--- config.mk ---
export PLATFORM = sky130hd
export DESIGN_NAME = ws2812_frame_sequencer
export DESIGN_NICKNAME = d
export VERILOG_FILES = /design/src/rtl/ws2812_frame_sequencer.sv
export SDC_FILE = /design/constraint.sdc
export NUM_CORES = 1
export LEC_CHECK = 0
export CORE_ASPECT_RATIO = 2
export CORE_MARGIN = 2
export CORE_UTILIZATION = 51
export CTS_CLUSTER_SIZE = 28
export DETAILED_ROUTE_END_ITERATION = 10
export PLACE_DENSITY = 0.86
export SYNTH_ARGS = -nofsm -noshare
export SYNTH_HDL_FRONTEND = slang
export SYNTH_SLANG_ARGS = --single-unit
--- constraint.sdc ---
create_clock -name clk -period 3.15 [get_ports clk]
set_clock_uncertainty 0.15 [all_clocks]
set_input_delay 0.315 -clock clk [delete_from_list [all_inputs] [get_ports clk]]
set_output_delay 0.315 -clock clk [all_outputs]
set_load 0.02 [all_outputs]
--- src/rtl/ws2812_frame_sequencer.sv ---
// Multi-channel WS2812 frame sequencer: gates per-strip GRB shifters through
// data-ship and reset-code phases, with debounced Go, multi-frame runs and a stall watchdog.
module ws2812_frame_sequencer #(
   parameter int NUM_CH          = 4,
   parameter int FRAME_CNT_W     = 8,
   parameter int DEBOUNCE_CYCLES = 1000000,
   parameter int TIMEOUT_CYCLES  = 4000000
) (
   input  logic                   clk,
   input  logic                   reset,
   input  logic                   go,
   input  logic                   mode,
   input  logic [FRAME_CNT_W-1:0] frame_count,
   input  logic [NUM_CH-1:0]      ch_enable,
   input  logic [NUM_CH-1:0]      ch_done,
   input  logic [NUM_CH-1:0]      ch_all_done,
   output logic [NUM_CH-1:0]      ship_grb,
   output logic                   ready_to_go,
   output logic                   busy,
   output logic [FRAME_CNT_W-1:0] frames_sent,
   output logic                   timeout_err
);

   localparam int DB_W = (DEBOUNCE_CYCLES > 1) ? $clog2(DEBOUNCE_CYCLES) : 1;
   localparam int WD_W = (TIMEOUT_CYCLES > 1) ? $clog2(TIMEOUT_CYCLES) : 1;
   localparam logic [DB_W-1:0]        DB_LAST = DB_W'(DEBOUNCE_CYCLES - 1);
   localparam logic [WD_W-1:0]        WD_LAST = WD_W'(TIMEOUT_CYCLES - 1);
   localparam logic [FRAME_CNT_W-1:0] FS_MAX  = {FRAME_CNT_W{1'b1}};

   typedef enum logic [1:0] {
      IDLE    = 2'd0,
      SHIP    = 2'd1,
      RET     = 2'd2,
      DBOUNCE = 2'd3
   } state_t;

   state_t                 state;
   state_t                 state_next;
   logic [NUM_CH-1:0]      act;
   logic [NUM_CH-1:0]      dseen;
   logic [NUM_CH-1:0]      aseen;
   logic [WD_W-1:0]        wdog;
   logic [DB_W-1:0]        db_cnt;
   logic [FRAME_CNT_W:0]   frames_inc;
   logic                   ship_all;
   logic                   ret_all;
   logic                   start;
   logic                   frame_done;
   logic                   more;
   logic                   abort;
   logic                   in_frame;

   // Shared event decode used by both the next-state logic and the datapath.
   always_comb begin
      in_frame   = (state == SHIP) || (state == RET);
      ship_all   = &(dseen | ch_done | ~act);
      ret_all    = &(aseen | ch_all_done | ~act);
      frames_inc = {1'b0, frames_sent} + {{FRAME_CNT_W{1'b0}}, 1'b1};
      start      = (state == IDLE) && go && (|ch_enable);
      frame_done = (state == RET) && ret_all;
      more       = mode && ((frame_count == {FRAME_CNT_W{1'b0}}) ||
                            (frames_inc < {1'b0, frame_count}));
      abort      = in_frame && (wdog == WD_LAST) && !frame_done;
   end

   // State register.
   always_ff @(posedge clk) begin
      if (reset) begin
         state <= IDLE;
      end else begin
         state <= state_next;
      end
   end

   // Next-state logic; a completing frame takes priority over the watchdog.
   always_comb begin
      state_next = state;
      case (state)
         IDLE: begin
            if (start) begin
               state_next = SHIP;
            end else begin
               state_next = IDLE;
            end
         end
         SHIP: begin
            if (abort) begin
               state_next = DBOUNCE;
            end else if (ship_all) begin
               state_next = RET;
            end else begin
               state_next = SHIP;
            end
         end
         RET: begin
            if (frame_done) begin
               if (more && (|ch_enable)) begin
                  state_next = SHIP;
               end else begin
                  state_next = DBOUNCE;
               end
            end else if (abort) begin
               state_next = DBOUNCE;
            end else begin
               state_next = RET;
            end
         end
         DBOUNCE: begin
            if (!go && (db_cnt == DB_LAST)) begin
               state_next = IDLE;
            end else begin
               state_next = DBOUNCE;
            end
         end
         default: begin
            state_next = IDLE;
         end
      endcase
   end

   // Channel masks, watchdog, debounce counter, frame counter and error flag.
   always_ff @(posedge clk) begin
      if (reset) begin
         act         <= {NUM_CH{1'b0}};
         dseen       <= {NUM_CH{1'b0}};
         aseen       <= {NUM_CH{1'b0}};
         wdog        <= {WD_W{1'b0}};
         db_cnt      <= {DB_W{1'b0}};
         frames_sent <= {FRAME_CNT_W{1'b0}};
         timeout_err <= 1'b0;
      end else begin
         case (state)
            IDLE: begin
               db_cnt <= {DB_W{1'b0}};
               if (start) begin
                  act         <= ch_enable;
                  dseen       <= {NUM_CH{1'b0}};
                  aseen       <= {NUM_CH{1'b0}};
                  wdog        <= {WD_W{1'b0}};
                  frames_sent <= {FRAME_CNT_W{1'b0}};
                  timeout_err <= 1'b0;
               end
            end
            SHIP: begin
               db_cnt <= {DB_W{1'b0}};
               dseen  <= dseen | (ch_done & act);
               wdog   <= wdog + WD_W'(1);
               if (abort) begin
                  timeout_err <= 1'b1;
               end
            end
            RET: begin
               db_cnt <= {DB_W{1'b0}};
               aseen  <= aseen | (ch_all_done & act);
               wdog   <= wdog + WD_W'(1);
               if (frame_done) begin
                  frames_sent <= (frames_sent == FS_MAX) ? FS_MAX
                                                         : frames_inc[FRAME_CNT_W-1:0];
                  // Re-latching an empty mask is harmless: the FSM heads to DBOUNCE.
                  if (more) begin
                     act   <= ch_enable;
                     dseen <= {NUM_CH{1'b0}};
                     aseen <= {NUM_CH{1'b0}};
                     wdog  <= {WD_W{1'b0}};
                  end
               end else if (abort) begin
                  timeout_err <= 1'b1;
               end
            end
            DBOUNCE: begin
               if (go || (db_cnt == DB_LAST)) begin
                  db_cnt <= {DB_W{1'b0}};
               end else begin
                  db_cnt <= db_cnt + DB_W'(1);
               end
            end
            default: begin
               db_cnt <= {DB_W{1'b0}};
            end
         endcase
      end
   end

   // Outputs decoded purely from registered state.
   always_comb begin
      ready_to_go = 1'b0;
      busy        = 1'b0;
      ship_grb    = {NUM_CH{1'b0}};
      case (state)
         IDLE: begin
            ready_to_go = 1'b1;
         end
         SHIP: begin
            busy     = 1'b1;
            ship_grb = act & ~dseen;
         end
         RET: begin
            busy = 1'b1;
         end
         DBOUNCE: begin
            busy = 1'b0;
         end
         default: begin
            ready_to_go = 1'b0;
         end
      endcase
   end

endmodule

-- Word level (Yosys, flattened, before mapping)
Index checks and enable logic that the tools add are counted.
- $add $sub $neg: 3
- $lt $le $gt $ge: 1
- equal/unequal tests: 10
- mux-type cells: 36
- bitwise operators: 11
- reduce and logical (&&, ||, !) cells: 28
- operators with widths (cell ; count):
    $mux 22 ; 3
    $pmux 22 s3 ; 1
    $pmux 20 s2 ; 1
    $mux 4 ; 9
    $mux 8 ; 3
    $or 4x4->4 ; 6
    $add 22x1->22 const B ; 1
    $eq 22x22->1 const B ; 1
    $add 20x1->20 const B ; 1
    $eq 20x20->1 const B ; 1
    $mux 20 ; 1
    $pmux 4 s2 ; 2
    $pmux 8 s2 ; 1
    $reduce_and 4->1 ; 4
    $and 4x4->4 ; 3
    $pmux 4 s3 ; 1
    $mux 2 ; 5
    $add 8x1->9 const B ; 1
    $lt 9x8->1 ; 1
    $eq 8x8->1 const B ; 1
    $logic_and 1x1->1 ; 8
    $logic_not 8->1 ; 1
    $ne 2x2->1 const B ; 4
    $not 4->4 ; 2
    15 further kinds ; 27
- flip-flop bits (word level): 65
- input bits: 24
- output and inout bits: 15

-- Longest topological paths before layout
- depth after elaboration: 9
- mapped depth: 13

-- Least setup slack after synthesis
Ideal clock, no wire load.
- kind: flip-flop to flip-flop
- start point: register frames_sent[0]
- end point: register wdog[6]
- setup time: 125 ps
- data arrival time: 2975 ps
- path slack: -100 ps
- stages on the path, launching flop included: 13
- cell sequence: dfxtp_1 > ha_1 > nand3_1 > nor2_1 > xor2_1 > ha_1 > and4_1 > a21o_1 > o41a_4 > o21ba_4 > buf_6 > a41oi_2 > a31oi_1
- cells in the longest elaborated chain, start to end: 7
- ends and longest elaborated chain (what ; line ; text):
    start: declaration ; 20 ; output logic [FRAME_CNT_W-1:0] frames_sent,
    start signal: assignment ; 129 ; frames_sent <= {FRAME_CNT_W{1'b0}};
    start signal: assignment ; 140 ; frames_sent <= {FRAME_CNT_W{1'b0}};
    start signal: assignment ; 157 ; frames_sent <= (frames_sent == FS_MAX) ? FS_MAX
    $add 8x1->9 ; 58 ; frames_inc = {1'b0, frames_sent} + {{FRAME_CNT_W{1'b0}}, 1'b1};
    $lt 9x8->1 ; 62 ; (frames_inc < {1'b0, frame_count}));
    $logic_or 1x1->1 ; 61 ; more = mode && ((frame_count == {FRAME_CNT_W{1'b0}}) ||
    $logic_and 1x1->1 ; 61 ;
    $mux 22 ; 160 ; if (more) begin
    $mux 22 ; 156 ; if (frame_done) begin
    $pmux 22 s3 ; 132 ; case (state)
    end signal: assignment ; 139 ; wdog <= {WD_W{1'b0}};
    end signal: assignment ; 155 ; wdog <= wdog + WD_W'(1);
    end signal: assignment ; 164 ; wdog <= {WD_W{1'b0}};
    end: declaration ; 42 ; logic [WD_W-1:0] wdog;
Every way passes these cells.
A chain may end at the register's enable or synchronous reset.

-- Final worst setup path
Ends and elaborated chain as after synthesis.

==> impl_metrics.py <==
metrics = {
    "status": {
        "status": "finished, final reports clean",
    },
    "min_path": {
        "min_from": "db_cnt[0]$_SDFF_PP0_",
        "hp-class": "reg2reg",
    },
    "logic_synthesis": {
        "ys_ff_latch": 65,
        "synth_edf_count": 0,
        "syn_area_per_cell_um2": 8.16,
        "ys_seq_area_share_pct": 37.4,
        "synthFlopType": "dfxtp_1",
        "synthMuxAreaShare_pct": 1.15,
        "synth_xor_area_share_pct": 6.30,
        "synth_top_family_by_area": "simple AND/OR/NAND/NOR gates",
        "synth_compound_area_share_pct": 18.0,
        "synthesis.nets": 464,
        "async_flop_share_pct": 0,
        "ys_warn_count": 0,
        "syn_inst": 426,
        "synth_area_um2": 3480,
        "ys_types": 52,
        "synth-adder-area-share_pct": 5.04,
        "synthSimpleGateAreaFrac_pct": 28.3,
    },
    "pwr": {
        "irDropWorstVdd_uv": 298,
        "p_per_area_nw_per_um2": 444,
        "p_leak_uw": 0.00153,
    },
    "sta": {
        "maxSlewHeadroom_pct": 52.0,
        "hold_ws_ps": 292,
        "rsz0062_at_grt": "false",
        "setup_violations": 0,
        "fin_crit_sh_pct": 95.9,
        "maxSlewViolCount": 0,
        "fmax_mhz": 331,
        "worst_pin_slew_ps": 717,
        "fin_tns_setup_ps": 0,
        "report.final.hold_viol_count": 0,
        "period_minus_slack_ps": 3020,
    },
    "critical_path": {
        "crit_fanout": 24,
        "critPathKind": "reg2reg",
        "max_stage_delay_ps": 540,
        "worstPathCellList": "ha_4, nand3_2, nor2_2, xor2_1, ha_1, and4_1, a21o_1, o41a_4, o21ba_4, a41oi_2, a31oi_1",
        "cp_top_family": "compound AO/OA/AOI/OAI gates",
        "critPathCaptureType": "flip-flop",
        "arrival_ps": 3060,
        "slowest_stage": "o41a_4",
        "worstSetupStartpoint": "frames_sent[0]$_SDFFE_PP0P_",
        "startpoint_type": "flip-flop",
        "worst_ep_required_time_ps": 3190,
        "regToRegStartpoint": "frames_sent[0]$_SDFFE_PP0P_",
        "crit_buf_inv": 0,
    },
    "detailed_routing": {
        "drc": 0,
        "via_per_inst": 5.78,
        "via_count": 3273,
        "wl_per_cell_um": 15.6,
        "drtIter0Drc": 197,
        "first_pass_iters": 4,
        "drt-total-wl_um": 8810,
        "ant_nets": 0,
    },
    "place": {
        "io_buffers": 38,
        "dp.cells": 548,
        "hpwl_um": 6370,
        "place_area_um2": 3960,
        "place_congestion": 0.919,
    },
    "floorplanning": {
        "num_rows": 42,
        "coreArea_um2": 6620,
        "dieArea_um2": 7530,
        "die_width_um": 62.4,
        "die_h_um": 121,
        "ios": 39,
        "start_util_pct": 52.5,
    },
    "finish": {
        "nets": 512,
        "final_cells": 566,
        "layout-drive-gt1-share_pct": 10.5,
        "postLayoutCellArea_um2": 4320,
        "fillers": 558,
        "final_common_cell": "dfxtp_1",
        "syn_to_final_growth_pct": 24.3,
        "diodes": 0,
        "multi_input_area_um2": 2110,
        "regArea_um2": 1310,
        "layout_common_cells": "dfxtp_1 (60), nand2_1 (44), clkdlybuf4s50_1 (38)",
    },
    "global_route": {
        "overflow": 0,
        "grt_pass1_vias": 3230,
        "antenna_found_initial": 0,
        "grt_pass1_wl_um": 14000,
        "grt_max_degree": 25,
        "grt_use_total_pct": 23.5,
    },
    "job": {
        "timing.max_cap.violations": 0,
    },
    "clock_tree": {
        "clock_latency_ps": 330,
        "ctsRootBufferMaster": "clkbuf_16",
        "htree_num_levels": 3,
        "clkSlewWorstSetupHoldPaths_ps": 50,
        "clock-sinks": 65,
        "clk_path_buf_depth": 2,
        "cts_tree": "done",
        "numCtsBuffers": 9,
    },
}
-- metrics by stage --
| step | utilization [%] | setup WS [ps] | power (uW) |
|---|---|---|---|
| final | 65.3 | 129 | 1920 |
| after global routing | 65.3 | 9.24 | 1990 |
| after CTS | 63.8 | 18.5 | 1920 |
| after detailed placement | 59.8 | 26.5 | 1040 |
| after global placement | 59.8 | 181 | 1040 |
| after floorplan | - | 8.76 | 970 |
-- registers in the layout, indices dropped and copies added (netlist names) --
name and count:
state 2, wdog 22, db_cnt 20, act 4, aseen 4, frames_sent 8, timeout_err 1, dseen 4
-- synthesized netlist by cell type (8+ instances only) --
library cell / count / area share (%)
inv_1: 19 / 2.1
or3_1: 9 / 1.6
ha_1: 14 / 5.0
nor2_1: 38 / 4.1
nand2b_1: 8 / 1.4
o21ai_0: 25 / 3.6
a31oi_1: 16 / 2.9
xnor2_1: 9 / 2.3
a21oi_1: 31 / 4.5
nand2_1: 44 / 4.8
dfxtp_1: 65 / 37
nand3_1: 20 / 2.9
and3_1: 10 / 1.8
nor3_1: 14 / 2.0
xor2_1: 16 / 4.0
-- where the power goes --
group          switching [uW]  leakage (uW)  total (uW)  internal (uW)
clock                     334      0.000128         880            546
sequential               9.86      0.000528         841            831
combinational             109      0.000879         198           88.7
total                     453       0.00153        1920           1470
-- cell type report --
type                            count  share of cell area [%]
Inverter                           19                    1.65
Sequential cell                    65                    30.4
Multi-Input combinational cell    331                    48.8
Timing Repair Buffer               48                    10.6
Clock inverter                      3                   0.405
Tap cell                           88                    2.55
Clock buffer                       12                    5.70
-- timing repair --
item                       4_1_cts  5_1_grt
hold buffers                     0        0
setup endpoints to repair        0       24
buffers inserted                 0        2
resized for setup                0       18
-- metal layers --
layer | vias to the layer above | part of all wire [%] | global-route usage, %
met5 | - | 0 | 0
met4 | 0 | 3.4 | 13.5
met3 | 23 | 3.4 | 5.40
met2 | 72 | 57 | 46.9
met1 | 1556 | 36 | 20.8
li1 | 1622 | - | -
-- cell families after synthesis --
logic type	Yosys count
AOI/OAI and AO/OA	98
xor gates and xnor gates	25
adders and majority gates	14
buffers and inverters	30
DFF	65
muxes	4
and+or+nand+nor	190
-- final timing paths --
path | to | slack, ps | cells after the start
worst max register to register | wdog[6]$_SDFFE_PP0P_ | 130 | 11
worst min-delay path | db_cnt[0]$_SDFF_PP0_ | 290 | 1
worst min register to register | db_cnt[0]$_SDFF_PP0_ | 290 | 1
worst max-delay path | wdog[6]$_SDFFE_PP0P_ | 130 | 11
Note: power is estimated with default switching activity, not from simulation.
